===== src/rtl/muldiv_pkg.sv =====
// Shared definitions for the iterative multiply/divide engine. The control unit
// imports this package for its wait states and the mfhi/mflo mux selects.
package muldiv_pkg;

    // Operation select, sampled together with start.
    localparam logic OP_MULT = 1'b0;
    localparam logic OP_DIV  = 1'b1;

    // Native datapath width. Engine instances use WIDTH <= DATA_W.
    localparam int DATA_W = 32;
    localparam int ITER_W = $clog2(DATA_W);
    localparam int MAX_W  = 2 * DATA_W;

    typedef enum logic [1:0] {
        ST_IDLE   = 2'd0,
        ST_CALC   = 2'd1,
        ST_FINISH = 2'd2,
        ST_DZERO  = 2'd3
    } state_t;

    // Two's-complement negate when en is set. Callers zero-extend narrower values
    // and keep only the low bits, which stay correct modulo 2^width.
    function automatic logic [MAX_W-1:0] cond_neg(input logic [MAX_W-1:0] v, input logic en);
        return en ? -v : v;
    endfunction

endpackage


===== src/rtl/muldiv_seq.sv =====
// Iterative signed multiply/divide engine owning HI/LO. One radix-2 step per
// clock on operand magnitudes, followed by a single sign-correction cycle.
module muldiv_seq
    import muldiv_pkg::*;
#(
    parameter int WIDTH = DATA_W
) (
    input  logic             clk,
    input  logic             reset_n,
    input  logic             start,
    input  logic             op,
    input  logic [WIDTH-1:0] a,
    input  logic [WIDTH-1:0] b,
    output logic             busy,
    output logic             done,
    output logic             div_zero,
    output logic [WIDTH-1:0] hi,
    output logic [WIDTH-1:0] lo
);

    state_t              state;
    logic [ITER_W-1:0]   counter;
    logic [2*WIDTH-1:0]  acc;      // mult: {partial product}; div: {remainder, dividend/quotient}
    logic [WIDTH-1:0]    mag_op;   // mult: |a| (addend); div: |b| (divisor)
    logic                op_r;
    logic                sign_q;   // result / quotient must be negated
    logic                sign_r;   // remainder must be negated

    logic [MAX_W-1:0]    abs_a_w;
    logic [MAX_W-1:0]    abs_b_w;
    logic [MAX_W-1:0]    prod_fix_w;
    logic [MAX_W-1:0]    quo_fix_w;
    logic [MAX_W-1:0]    rem_fix_w;
    logic [WIDTH:0]      mul_sum;
    logic [WIDTH:0]      div_trial;
    logic [WIDTH+1:0]    div_diff;
    logic                div_borrow;
    logic [WIDTH-1:0]    div_rem;
    logic [2*WIDTH-1:0]  acc_next;
    logic                last_step;

    // Upper bits of the widened helper results are don't-care.
    logic unused_bits;
    assign unused_bits = ^{abs_a_w[MAX_W-1:WIDTH], abs_b_w[MAX_W-1:WIDTH],
                           quo_fix_w[MAX_W-1:WIDTH], rem_fix_w[MAX_W-1:WIDTH], div_diff[WIDTH]};

    assign last_step = (counter == ITER_W'(WIDTH - 1));

    // Operand magnitudes, one iteration step, and final sign correction.
    always_comb begin
        // NOTE: every always_comb output gets a default first so no path can infer a latch.
        acc_next   = acc;
        abs_a_w    = cond_neg(MAX_W'(a), a[WIDTH-1]);
        abs_b_w    = cond_neg(MAX_W'(b), b[WIDTH-1]);
        prod_fix_w = cond_neg(MAX_W'(acc), sign_q);
        quo_fix_w  = cond_neg(MAX_W'(acc[WIDTH-1:0]), sign_q);
        rem_fix_w  = cond_neg(MAX_W'(acc[2*WIDTH-1:WIDTH]), sign_r);

        // Shift-add: add the multiplicand into the upper half when the LSB is set, then shift right.
        mul_sum    = acc[0] ? ({1'b0, acc[2*WIDTH-1:WIDTH]} + {1'b0, mag_op})
                            : {1'b0, acc[2*WIDTH-1:WIDTH]};

        // Restoring divide: shift in the next dividend bit, keep the difference if no borrow.
        div_trial  = acc[2*WIDTH-1:WIDTH-1];
        div_diff   = {1'b0, div_trial} - {2'b00, mag_op};
        div_borrow = div_diff[WIDTH+1];
        div_rem    = div_borrow ? div_trial[WIDTH-1:0] : div_diff[WIDTH-1:0];

        if (op_r == OP_MULT) begin
            acc_next = {mul_sum, acc[WIDTH-1:1]};
        end else begin
            acc_next = {div_rem, acc[WIDTH-2:0], ~div_borrow};
        end
    end

    // Control FSM and datapath registers; all outputs registered.
    always_ff @(posedge clk or negedge reset_n) begin
        if (!reset_n) begin
            // NOTE: datapath registers are reset too, so an aborted operation leaves nothing behind.
            state    <= ST_IDLE;
            busy     <= 1'b0;
            done     <= 1'b0;
            div_zero <= 1'b0;
            hi       <= '0;
            lo       <= '0;
            counter  <= '0;
            acc      <= '0;
            mag_op   <= '0;
            op_r     <= OP_MULT;
            sign_q   <= 1'b0;
            sign_r   <= 1'b0;
        end else begin
            // NOTE: sequential state uses non-blocking assignments so every register sees pre-edge values.
            done     <= 1'b0;
            div_zero <= 1'b0;
            case (state)
                ST_IDLE: begin
                    if (start) begin
                        busy <= 1'b1;
                        if (op == OP_DIV && b == '0) begin
                            state <= ST_DZERO;
                        end else begin
                            state   <= ST_CALC;
                            counter <= '0;
                            op_r    <= op;
                            sign_q  <= a[WIDTH-1] ^ b[WIDTH-1];
                            sign_r  <= a[WIDTH-1];
                            if (op == OP_MULT) begin
                                mag_op <= abs_a_w[WIDTH-1:0];
                                acc    <= {{WIDTH{1'b0}}, abs_b_w[WIDTH-1:0]};
                            end else begin
                                mag_op <= abs_b_w[WIDTH-1:0];
                                acc    <= {{WIDTH{1'b0}}, abs_a_w[WIDTH-1:0]};
                            end
                        end
                    end
                end
                ST_CALC: begin
                    acc     <= acc_next;
                    counter <= counter + 1'b1;
                    if (last_step) begin
                        state <= ST_FINISH;
                    end
                end
                ST_FINISH: begin
                    if (op_r == OP_MULT) begin
                        hi <= prod_fix_w[2*WIDTH-1:WIDTH];
                        lo <= prod_fix_w[WIDTH-1:0];
                    end else begin
                        hi <= rem_fix_w[WIDTH-1:0];
                        lo <= quo_fix_w[WIDTH-1:0];
                    end
                    done  <= 1'b1;
                    busy  <= 1'b0;
                    state <= ST_IDLE;
                end
                ST_DZERO: begin
                    done     <= 1'b1;
                    div_zero <= 1'b1;
                    busy     <= 1'b0;
                    state    <= ST_IDLE;
                end
                default: begin
                    busy  <= 1'b0;
                    state <= ST_IDLE;
                end
            endcase
        end
    end

endmodule


===== config.mk =====
export PLATFORM = sky130hd
export DESIGN_NAME = muldiv_seq
export DESIGN_NICKNAME = d
export VERILOG_FILES = /design/src/rtl/muldiv_pkg.sv /design/src/rtl/muldiv_seq.sv
export SDC_FILE = /design/constraint.sdc
export NUM_CORES = 1
export LEC_CHECK = 0
export CORE_UTILIZATION = 55
export DETAILED_ROUTE_END_ITERATION = 8
export PLACE_DENSITY = 0.75
export SLEW_MARGIN = 20
export SYNTH_ARGS = -nofsm -noshare
export SYNTH_HDL_FRONTEND = slang
export SYNTH_SLANG_ARGS = --single-unit

===== constraint.sdc =====
create_clock -name clk -period 4.6 [get_ports clk]
set_input_delay 0.92 -clock clk [delete_from_list [all_inputs] [get_ports clk]]
set_output_delay 0.92 -clock clk [all_outputs]
set_load 0.02 [all_outputs]

# --- Word level (Yosys, flattened, before mapping) ---
# Cells that the tools add are included.
classes:
  shift: 0
  n_reduce_logical: 10
  eq_ne: 7
  div_mod_pow: 0
  n_addsub: 8
  n_mul: 0
  n_lt_le_gt_ge: 0
  n_mux: 26
  bitwise_logic: 3
ops:
  columns: ["cell", "n"]
  rows:
  - ["2-to-1 mux 32 bit", 9]
  - ["2-to-1 mux 64 bit", 4]
  - ["negation 32 bit", 4]
  - ["one-hot mux 64 bit (2 select lines)", 1]
  - ["negation 64 bit", 1]
  - ["subtractor 33 x 32 -> 34 bit", 1]
  - ["adder 32 x 32 -> 33 bit", 1]
  - ["2-to-1 mux 33 bit", 1]
  - ["zero test 32 bit", 1]
  - ["2-to-1 mux 5 bit", 2]
  - ["one-hot mux 5 bit (2 select lines)", 1]
  - ["2-to-1 mux 2 bit", 3]
  - ["inequality test 2 bit, second input constant", 3]
  - ["one-hot mux 2 bit (3 select lines)", 1]
  - ["AND reduction 3 bit", 2]
  - ["adder 5 x 1 -> 5 bit, second input constant", 1]
  - ["equality test 5 bit, second input constant", 1]
  - ["equality test 2 bit, second input constant", 2]
  - ["AND reduction 2 bit", 2]
  - ["nonzero test 2 bit", 2]
  - ["2-to-1 mux 1 bit", 3]
  - ["equality test 2 x 1 -> 1 bit, second input constant", 1]
  - ["zero test 2 bit", 1]
  - ["inverter 1 bit", 2]
  - ["other kinds (4)", 4]
word_totals:
  mem_count: 0
  romBits: 0
  inputBits: 68
  register_bits: 173
  mem_bits_rw: 0
  latch_bits: 0
  wordCells: 66

# --- Depth between registers and ports, before layout ---
# Gate-level depths: netlist of the first run.
logic_depth:
  ltp_word: 6
  ltp_mapped: 13
  ltp_nobuf: 13

# --- Worst setup path before layout of the first run ---
# No wires, ideal clock.
synth_path:
  kind: "in2reg"
  from: "input port b[1]"
  to: "register counter[3]"
  arrival_ps: 3486
  stages: 11
  path_slack_ps: 1036
  required_time_ps: 4522
  cell_sequence: "inv_1 > ha_1 > or4b_2 > nor3_1 > nand4_1 > o31ai_1 > a21o_1 > clkbuf_1 > clkbuf_1 > o21ai_0 > a21oi_1"
synth_via:
  elab_chain_cells: 4
synth_rtl:
  columns: ["element", "line_no", "text"]
  rows:
  - ["start: declaration", "muldiv_seq.sv:13", "input logic [WIDTH-1:0] b,"]
  - ["zero test 32 bit", "muldiv_seq.sv:100", "if (op == OP_DIV && b == '0) begin"]
  - ["logical AND 1 bit", "muldiv_seq.sv:100", null]
  - ["inequality test 2 bit (no line)", null, null]
  - ["AND reduction 3 bit (no line)", null, null]
  - ["end signal: assignment", "muldiv_seq.sv:120", "counter <= counter + 1'b1;"]
  - ["end: declaration", "muldiv_seq.sv:22", "logic [ITER_W-1:0] counter;"]
# Every way passes these cells.
# A chain may end at the register's enable or synchronous reset.

# --- Final worst setup path of the first run ---
layout_path:
  from: "input port b[0]"
  to: "register acc[63]"
layout_via:
  elab_chain_cells: 4
layout_rtl:
  columns: ["element", "line_no", "text"]
  rows:
  - ["zero test 32 bit", "muldiv_seq.sv:100", null]
  - ["logical AND 1 bit", "muldiv_seq.sv:100", null]
  - ["inequality test 2 bit (no line)", null, null]
  - ["AND reduction 3 bit (no line)", null, null]
  - ["end signal: assignment", "muldiv_seq.sv:110", "acc <= {{WIDTH{1'b0}}, abs_b_w[WIDTH-1:0]};"]
  - ["end signal: assignment", "muldiv_seq.sv:113", "acc <= {{WIDTH{1'b0}}, abs_a_w[WIDTH-1:0]};"]
  - ["end signal: assignment", "muldiv_seq.sv:119", "acc <= acc_next;"]
  - ["end: declaration", "muldiv_seq.sv:23", "logic [2*WIDTH-1:0] acc;"]
# Every way passes these cells.

==> out/metrics.cfg, run 1 <==
[run_status]
status = complete, no violations

[floorplan]
die_area_um2 = 27250
rows = 59
design.core.area_um2 = 26060
die_w_um = 165.1
start_util_pct = 56.12
die_height_um = 165.1
io-pin-count = 135

[timing]
fin_crit_sh_pct = 85.77
finClkSkew_ns = 0.02129
tns_ns = 0
max_freq_ghz = 0.2534
setup_violations = 0
finalHoldViolations = 0
rsz0062_at_grt = false
layout_min_cycle_time_ns = 3.946
slew_headroom_pct = 26.51
slew_violations = 0
tightestPinTransition_ns = 1.098

[routing]
drc = 0
drt_iter0_markers = 1501
wl_per_cell_um = 20.74
viasPerCell = 6.352
routed_wl_um = 47060
ant_nets = 0
routed-via-count = 14410
firstDrtPassIters = 7

[grt]
grt-ovfl-total = 0
grt_pass1_vias = 13110
antenna_found_initial = 0
grt_usage_pct = 34.82
met1_usage_pct = 48.14
grt_pass1_wl_um = 72590
grt_most_used_layer = met2
grt_max_degree = 94
met2_usage_pct = 54.49
met3_usage_pct = 4.995

[pwr]
power_density_nw_per_um2 = 868.8
total_power_mw = 14.69
p_leak_nw = 7.219
max-vdd-ir-drop_uv = 641.4

[layout]
syn_to_final_growth_pct = 15.62
layout.nets = 2061
drive_gt1_share_pct = 5.895
antenna_cells = 0

[job]
timing.max_cap.violations = 0

[placed_design]
hpwlAfterDp_um = 35910
io_buffers = 134
place.gp.congestion = 0.9747

[setup_path]
endpoint_kind = flip-flop
crit_path_max_fanout = 22
worstSetupPathType = input port to flip-flop
critical_path_required_ns = 4.95
cp.arrival_ns = 4.30
rrSetupSlack_ns = 0.80
crit_path_start_kind = input port

[clocking]
numCtsBuffers = 17
ctsHoldBuffers = 0
cts_max_level = 4
cts_setup_buffers = 0
clkSlewWorstSetupHoldPaths_ns = 0.08
clk-insertion-delay-late_ns = 0.45
clockBufferDepth = 2
cts_sinks = 173
root_buffer = clkbuf_16
cts_resized = 0
cts_tree = built

[logic_synthesis]
yosysSeqAreaShare_pct = 29.60
synth_nets = 1982
yosys_register_bits = 173
ys.flop_type = dfrtp_1
synth.avg_cell_area_um2 = 7.940
synth_area_um2 = 14630
synth-edff-count = 0
yosysWarnings = 0
synthArstFlopShare_pct = 100.0
ys_types = 78
synth_cells = 1842

[worst_hold_path]
hold_path.class = flip-flop to flip-flop

cells by family after synthesis:
| logic type | Yosys count | synth area share [%] |
|---|---|---|
| fa+ha+maj | 72 | 6.262 |
| mux | 81 | 5.646 |
| simple gates | 561 | 17.82 |
| buf+inv | 177 | 4.603 |
| compound gates | 606 | 25.77 |
| flops | 173 | 29.60 |
| xor+xnor | 172 | 10.30 |
critical path, stage by stage:
cell and delay [ns]:
clkdlybuf4s50_1 0.47, inv_1 0.10, ha_1 0.17, or4b_2 0.69, nor3_1 0.29, nand4_1 0.18, o31ai_1 0.34, or2_2 0.49
and3_1 0.26, or4_1 0.12, nor3_1 0.04, nor3_1 0.20
synth_stat cells, drive strengths merged, types with 4 or more instances:
library cell  count  area share, %
o21a              5           0.26
or2              12           0.51
a22o             12           0.72
nand4            12           0.51
o31ai            28            1.4
clkbuf          101            2.6
a31oi            20           0.86
o221ai            5           0.30
o21bai            5           0.26
and3             12           0.51
a211oi           45            2.3
o2111ai           4           0.24
o32ai             4           0.24
nor2b            14           0.60
xnor2            73            4.4
a2bb2oi           4           0.24
or3              26            1.1
buf              13           0.38
or4              14           0.74
dfrtp           173             30
a22oi             4           0.21
a221oi            4           0.24
mux2             12           0.92
o211ai           21            1.1
nand2b           16           0.68
o41ai            19            1.3
nand4b            4           0.24
nor3b             4           0.21
o21ai           229            7.8
xor2             99            5.9
a21o             36            1.8
nand2           232            6.0
ha               70            6.0
inv              63            1.6
and2              7           0.32
nor4             18           0.81
nor3             29           0.99
nand3            23           0.79
nor2            131            3.4
o22ai             4           0.17
a21oi           129            4.4
mux2i            69            4.7
layer usage:
layer | part of all wire [%] | routed length (µm)
met1 | 44 | 20640
met2 | 45 | 21380
met3 | 7.1 | 3364
met4 | 3.6 | 1673
met5 | 0 | 0
metrics by stage:
| step | hold slack [ns] | cells | cell area [µm²] | util [%] | worst slack (ns) |
|---|---|---|---|---|---|
| floorplan | 0.4753 | 1842 | 14630 | - | 1.036 |
| global route | 0.5055 | 2269 | 16910 | 64.89 | 0.4587 |
| detailed placement | 0.4693 | 2237 | 16300 | 62.57 | 0.2755 |
| CTS | 0.4876 | 2269 | 16910 | 64.89 | 0.7202 |
| global placement | 0.4605 | 2237 | 16300 | 62.57 | 0.3323 |
| finish | 0.4807 | 2269 | 16910 | 64.89 | 0.6544 |
where the power goes:
| group | internal [mW] | switching (mW) | total, mW | leakage (nW) |
|---|---|---|---|---|
| Combinational | 4.19 | 5.85 | 10.0 | 4.74 |
| Clock | 0.743 | 0.778 | 1.52 | 0.292 |
| Sequential | 2.13 | 1.00 | 3.13 | 2.19 |
| Total | 7.06 | 7.63 | 14.7 | 7.22 |
sequential cells by signal, indices dropped and copies added (netlist names):
register  count
hi           32
state         2
op_r          1
div_zero      1
sign_r        1
acc          64
sign_q        1
mag_op       32
counter       5
lo           32
done          1
busy          1
area by class of cell:
class / instances / area (µm²)
Multi-Input combinational cell: 1492 / 9641
Fill cell: 2270 / 9149
Sequential cell: 173 / 4333
Timing Repair Buffer: 174 / 1675
Clock buffer: 17 / 425.4
Tap cell: 335 / 419.2
Inverter: 63 / 236.5
Clock inverter: 15 / 180.2
layout by cell type (no fill, tap or decap), types with 23 or more instances in the layout:
master and n:
a211oi_1 45, a21o_1 36, a21oi_1 129, buf_4 37, clkdlybuf4s50_1 132, dfrtp_1 172, ha_1 70, inv_1 63
mux2i_1 69, nand2_1 231, nand3_1 23, nor2_1 129, nor3_1 29, o21ai_0 224, o31ai_1 28, or3_1 25
xnor2_1 73, xor2_1 99
worst paths after layout:
check	startpoint	end	depth (start not counted)
worst max-delay path	b[0]	acc[63]	12
worst min-delay path	hi[10]	hi[10]	2
worst max register to register	acc[32]	acc[63]	10
worst min register to register	hi[10]	hi[10]	2
max in group asynchronous	reset_n	mag_op[19]	2
min in group asynchronous	reset_n	acc[8]	1
(Power assumes the default switching activity.)
==> run 2, diff against run 1 <==
--- a/config.mk
+++ b/config.mk
@@ -5,9 +5,9 @@
 export SDC_FILE = /design/constraint.sdc
 export NUM_CORES = 1
 export LEC_CHECK = 0
-export CORE_UTILIZATION = 55
+export CORE_UTILIZATION = 28
 export DETAILED_ROUTE_END_ITERATION = 8
-export PLACE_DENSITY = 0.75
+export PLACE_DENSITY = 0.43
 export SLEW_MARGIN = 20
 export SYNTH_ARGS = -nofsm -noshare
 export SYNTH_HDL_FRONTEND = slang
==> run 2 against run 1 <==
  * First-iteration DRC count down 38%
  * Flip-flop and latch count unchanged
  * Fmax down 3.6%
  * Die area up 95%
  * Cell area up 2.7%
  * Clock-buffer cell count up 3
  * Non-clock buffer count up 5
  * Largest power group unchanged
==> out/metrics.cfg, run 2 (synthesized netlist as in run 1, its figures left out) <==
[grt]
grt-ovfl-total = 0  ; unchanged
grt_pass1_vias = 13270  ; +1.2%
antenna_found_initial = 0  ; unchanged
grt_usage_pct = 20.99  ; -14 points
grt_pass1_wl_um = 84290  ; +16%
grt_max_degree = 79  ; -16%

[clocking]
clk-insertion-delay-late_ns = 0.49  ; +0.04 ns
clockBufferDepth = 2  ; unchanged
numCtsBuffers = 17  ; unchanged
cts_resized = 0  ; unchanged
clkSlewWorstSetupHoldPaths_ns = 0.07  ; about the same
cts_max_level = 4  ; unchanged
cts_tree = built
ctsHoldBuffers = 0  ; unchanged
cts_setup_buffers = 0  ; unchanged
cts_sinks = 173  ; unchanged
root_buffer = clkbuf_16

[layout]
syn_to_final_growth_pct = 18.77
final_common_cell = nand2_1
fillers = 5620  ; +150%
layout.nets = 2066  ; +0.24%
seq_area_um2 = 4333  ; unchanged
regMostFlops = acc
largest_register_ffs = 64  ; unchanged
multi_input_area_um2 = 9648  ; about the same
final_cell_mix = 231 x nand2_1, 224 x o21ai_0, 172 x dfrtp_1
drive_gt1_share_pct = 6.037  ; +0.14 points

[timing]
layout_min_cycle_time_ns = 4.094  ; +0.1481 ns
setup_violations = 0  ; unchanged
rsz0062_at_grt = false
finalHoldViolations = 0  ; unchanged
fin_crit_sh_pct = 88.99  ; +3.2 points
setup_slack_ns = 0.5063  ; -0.1481 ns
slew_headroom_pct = 27.27  ; +0.76 points
tightestPinTransition_ns = 1.087  ; -0.01142 ns
slew_violations = 0  ; unchanged
tns_ns = 0  ; unchanged
finClkSkew_ns = 0.01635  ; -0.004940 ns
max_freq_ghz = 0.2443  ; -3.6%

[floorplan]
die_height_um = 230.5  ; +40%
start_util_pct = 28.39  ; -28 points
die_area_um2 = 53150  ; +95%
die_w_um = 230.5  ; +40%
rows = 83  ; +41%
design.core.area_um2 = 51510  ; +98%
io-pin-count = 135  ; unchanged

[setup_path]
critPathTopFamily = compound AO/OA/AOI/OAI gates
critical_path_required_ns = 4.96  ; about the same
crit_chain = inv_1 -> fa_1 -> nand2b_1 -> a21oi_1 -> o21a_1 -> o21ai_0 -> a21oi_1 -> o21ai_0 -> nor4bb_1 -> buf_4 -> mux2i_1 -> o41ai_1
endpoint_kind = flip-flop
crit_path_start_kind = flip-flop
cp.arrival_ns = 4.46  ; +0.16 ns
crit_path_max_fanout = 8  ; -64%
crit_path_max_incr_delay_ns = 0.52  ; -0.17 ns
worstSetupPathType = flip-flop to flip-flop
path_buf_inv = 2  ; unchanged
cpMaxStageDelayCell = dfrtp_1

[worst_hold_path]
hold_path.class = input port to asynchronous set/reset pin

[pwr]
power_density_nw_per_um2 = 850.2  ; -2.1%
max-vdd-ir-drop_uv = 471.7  ; -26%
p_leak_nw = 7.232  ; +0.18%
total_power_mw = 14.77  ; +0.52%

[placed_design]
io_buffers = 134  ; unchanged
hpwlAfterDp_um = 43160  ; +20%
place_ws_ns = 0.2926  ; +0.01715 ns
place.gp.congestion = 0.8865  ; -9.0%

[routing]
routed-via-count = 13990  ; -2.9%
routed_wl_um = 55210  ; +17%
drt_iter0_markers = 936  ; -38%
drc = 0  ; unchanged
firstDrtPassIters = 5  ; -2
wl_per_cell_um = 21.08  ; +1.6%
ant_nets = 0  ; unchanged
viasPerCell = 5.342  ; -16%

[run_status]
status = complete, no violations

[job]
timing.max_cap.violations = 0  ; unchanged

run 2: layout make-up:
type | instances | share of cell area, %
well taps | 680 | 4.898
diodes | 1 | 0.01441
inverters | 63 | 1.361
repair buffers | 179 | 10.05
clock buffers | 20 | 2.571
multi-input cells | 1492 | 55.54
clock inverters | 11 | 0.6195
flip-flops and latches | 173 | 24.94
run 2: worst paths after layout:
path	from	to	slack, ns	depth (start not counted)
worst max-delay path	acc[33]	acc[61]	0.51	12
worst max register to register	acc[33]	acc[61]	0.51	12
worst min-delay path	reset_n	lo[8]	0.46	1
worst min register to register	lo[25]	lo[25]	0.48	2
min in group clk	lo[25]	lo[25]	0.48	2
max in group asynchronous	reset_n	acc[2]	3.17	2
run 2: routing by layer:
metal | vias up | global-route usage [%] | wire length [µm]
li1 | 6838 | - | -
met1 | 6784 | 29.21 | 26550
met2 | 301 | 32.66 | 24960
met3 | 68 | 3.150 | 2169
met4 | 0 | 7.781 | 1529
met5 | - | 0 | 0
run 2: metrics by stage:
step	instance area, µm²	hold slack, ns	cells	utilization [%]
finish	17370	0.4566	2619	33.72
global route	17370	0.5056	2618	33.72
CTS	17340	0.4686	2617	33.66
detailed placement	16790	0.4703	2586	32.59
global placement	16790	0.4621	2586	32.59
floorplan	14630	0.4753	1842	-
run 2: power breakdown:
group          internal (mW)  total, mW  switching (mW)
Combinational           4.20       10.1            5.95
Sequential              2.13       3.16            1.03
Clock                  0.762       1.47           0.706
==> run 3, diff against run 2 <==
--- a/config.mk
+++ b/config.mk
@@ -5,9 +5,11 @@
 export SDC_FILE = /design/constraint.sdc
 export NUM_CORES = 1
 export LEC_CHECK = 0
+export CELL_PAD_IN_SITES_DETAIL_PLACEMENT = 1
+export CELL_PAD_IN_SITES_GLOBAL_PLACEMENT = 2
 export CORE_UTILIZATION = 28
 export DETAILED_ROUTE_END_ITERATION = 8
-export PLACE_DENSITY = 0.43
+export PLACE_DENSITY = 0.65
 export SLEW_MARGIN = 20
 export SYNTH_ARGS = -nofsm -noshare
 export SYNTH_HDL_FRONTEND = slang
==> run 3 against run 2 <==
  * Cell area is 0.47% higher
  * First-iteration DRC count is 17% lower
  * Clock skew is 0.00074 ns higher
  * Hold slack better by 0.00058 ns
  * Worst setup slack better by 0.10 ns
  * Die area stayed put
  * Clock power is 3% higher
  * Flip-flop and latch count stayed put
  * Via count is 0.26% higher
  * Clock-buffer cell count is 2 lower
  * Non-clock buffer count is 12 higher
  * Critical path type is now input port to flip-flop
  * Critical endpoint is now acc[28]
  * Largest cell class unchanged
  * Highest routed layer is now met5
==> out/metrics.cfg, run 3 (synthesized netlist as in run 1, its figures left out) <==
[layout]
final_cell_mix = 231 x nand2_1, 224 x o21ai_0, 172 x dfrtp_1
regMostFlops = acc
utilization_pct = 33.88  ; +0.16 points
final_common_cell = nand2_1
fin_area_um2 = 17450  ; +0.47%
syn_to_final_growth_pct = 19.33
drive_gt1_share_pct = 6.718  ; +0.68 points
largest_register_ffs = 64  ; unchanged
layout.nets = 2078  ; +0.58%
stdcell_count = 2631  ; +0.46%

[timing]
finClkSkew_ns = 0.01709  ; +0.0007385 ns
tns_ns = 0  ; unchanged
setup_slack_ns = 0.6086  ; +0.1023 ns
tightestPinTransition_ns = 1.080  ; -0.006666 ns
layout_min_cycle_time_ns = 3.991  ; -0.1023 ns
setup_violations = 0  ; unchanged
whs_ns = 0.4572  ; +0.0005830 ns
fin_crit_sh_pct = 86.77  ; -2.2 points
max_freq_ghz = 0.2505  ; +2.6%
slew_violations = 0  ; unchanged
rsz0062_at_grt = false
slew_headroom_pct = 27.91  ; +0.63 points
finalHoldViolations = 0  ; unchanged

[clocking]
cts_tree = built
ctsHoldBuffers = 0  ; unchanged
root_buffer = clkbuf_16
clk-insertion-delay-late_ns = 0.50  ; about the same
clockBufferDepth = 2  ; unchanged
numCtsBuffers = 17  ; unchanged
cts_setup_buffers = 0  ; unchanged
cts_resized = 0  ; unchanged
clkSlewWorstSetupHoldPaths_ns = 0.08  ; about the same
cts_sinks = 173  ; unchanged
cts_max_level = 4  ; unchanged

[placed_design]
dp.cells = 2598  ; +0.46%
place_ws_ns = 0.1080  ; -0.1846 ns
hpwlAfterDp_um = 46040  ; +6.7%
place.gp.congestion = 0.8363  ; -5.7%
dpl_cell_area_um2 = 16850  ; +0.39%
io_buffers = 134  ; unchanged

[setup_path]
crit_path_start_kind = input port
crit_path_max_incr_delay_ns = 0.69  ; +0.17 ns
crit_start = b[0]
rr_endpoint = acc[61]
crit_cells = 14  ; +2
r2r_start = acc[33]
critical_path_required_ns = 5.03  ; +0.07 ns
path_buf_inv = 4  ; +2
crit_path_max_fanout = 5  ; -3
crit_chain = clkdlybuf4s50_1 -> inv_1 -> ha_1 -> or4b_2 -> nor3_1 -> buf_4 -> nand4_1 -> buf_4 -> o31ai_1 -> xnor2_1 -> nor2_1 -> a211oi_1 -> a211oi_1 -> a21oi_1
worstSetupPathType = input port to flip-flop
crit_path_end = acc[28]
ff2ff_path_depth = 11  ; -1
cpMaxStageDelayCell = or4b_2
endpoint_kind = flip-flop
rrSetupSlack_ns = 0.67  ; +0.16 ns
cp.arrival_ns = 4.42  ; -0.04 ns
critPathTopFamily = simple AND/OR/NAND/NOR gates

[worst_hold_path]
hold_path.class = input port to asynchronous set/reset pin

[routing]
viasPerCell = 5.332  ; -0.19%
routed-via-count = 14030  ; +0.26%
ant_nets = 0  ; unchanged
drt_iter0_markers = 776  ; -17%
drc = 0  ; unchanged
firstDrtPassIters = 5  ; unchanged
routed_wl_um = 58600  ; +6.1%
wl_per_cell_um = 22.27  ; +5.7%

[pwr]
p_leak_nw = 7.295  ; +0.87%
max-vdd-ir-drop_uv = 415.1  ; -12%
power_density_nw_per_um2 = 865.4  ; +1.8%
total_power_mw = 15.10  ; +2.3%

[run_status]
status = complete, no violations

[floorplan]
design.core.area_um2 = 51510  ; unchanged
io-pin-count = 135  ; unchanged
start_util_pct = 28.39  ; unchanged
rows = 83  ; unchanged
die_height_um = 230.5  ; unchanged
die_w_um = 230.5  ; unchanged
die_area_um2 = 53150  ; unchanged

[grt]
grt_pass1_vias = 14590  ; +9.9%
grt_max_degree = 86  ; +8.9%
grt_pass1_wl_um = 90290  ; +7.1%
grt_usage_pct = 22.38  ; +1.4 points
antenna_found_initial = 1  ; +1
grt-ovfl-total = 0  ; unchanged

[job]
timing.max_cap.violations = 0  ; unchanged

[run 3: cell count changes in the layout (fill, tap and decap cells not counted), sizes merged]
cell,delta
inv,+3
clkbuf,-2
buf,+12
clkinvlp,-1
[run 3: worst min-delay path by stage]
stage | to | slack [ns] | depth (start not counted)
2_1_floorplan | mag_op[13] | 0.48 | 2
3_3_place_gp | hi[31] | 0.46 | 2
3_5_place_dp | hi[28] | 0.47 | 2
4_1_cts | lo[7] | 0.49 | 1
5_1_grt | lo[1] | 0.50 | 2
6_report | lo[8] | 0.46 | 1
[run 3: final cells by class]
type / instances / area (µm²)
multi-input cells: 1492 / 9648
inverters: 63 / 236.5
clock inverters: 13 / 131.4
flip-flops and latches: 173 / 4333
diodes: 1 / 2.502
fillers: 6192 / 34060
clock buffers: 18 / 439.2
repair buffers: 191 / 1810
well taps: 680 / 850.8
[run 3: worst reg2reg max path: cells and delay by family, from the launching register on]
family	cells	cell delay, ns
DFF	1	0.52
adders and majority gates	1	0.49
AOI/OAI and AO/OA	6	1.78
muxes	1	0.16
and+or+nand+nor	2	0.69
buffers and inverters	1	0.18
[run 3: power breakdown]
part / switching [mW] / leakage (nW) / internal (mW)
clock: 0.745 / 0.287 / 0.770
sequential: 0.861 / 2.19 / 2.13
combinational: 6.31 / 4.82 / 4.28
[run 3: metal layers]
layer / track usage, % / vias to the layer above / share of wire [%]
li1: - / 6838 / -
met1: 31.75 / 6931 / 50
met2: 34.82 / 201 / 45
met3: 3.039 / 56 / 2.8
met4: 7.161 / 2 / 2.4
met5: 0 / - / 0.017
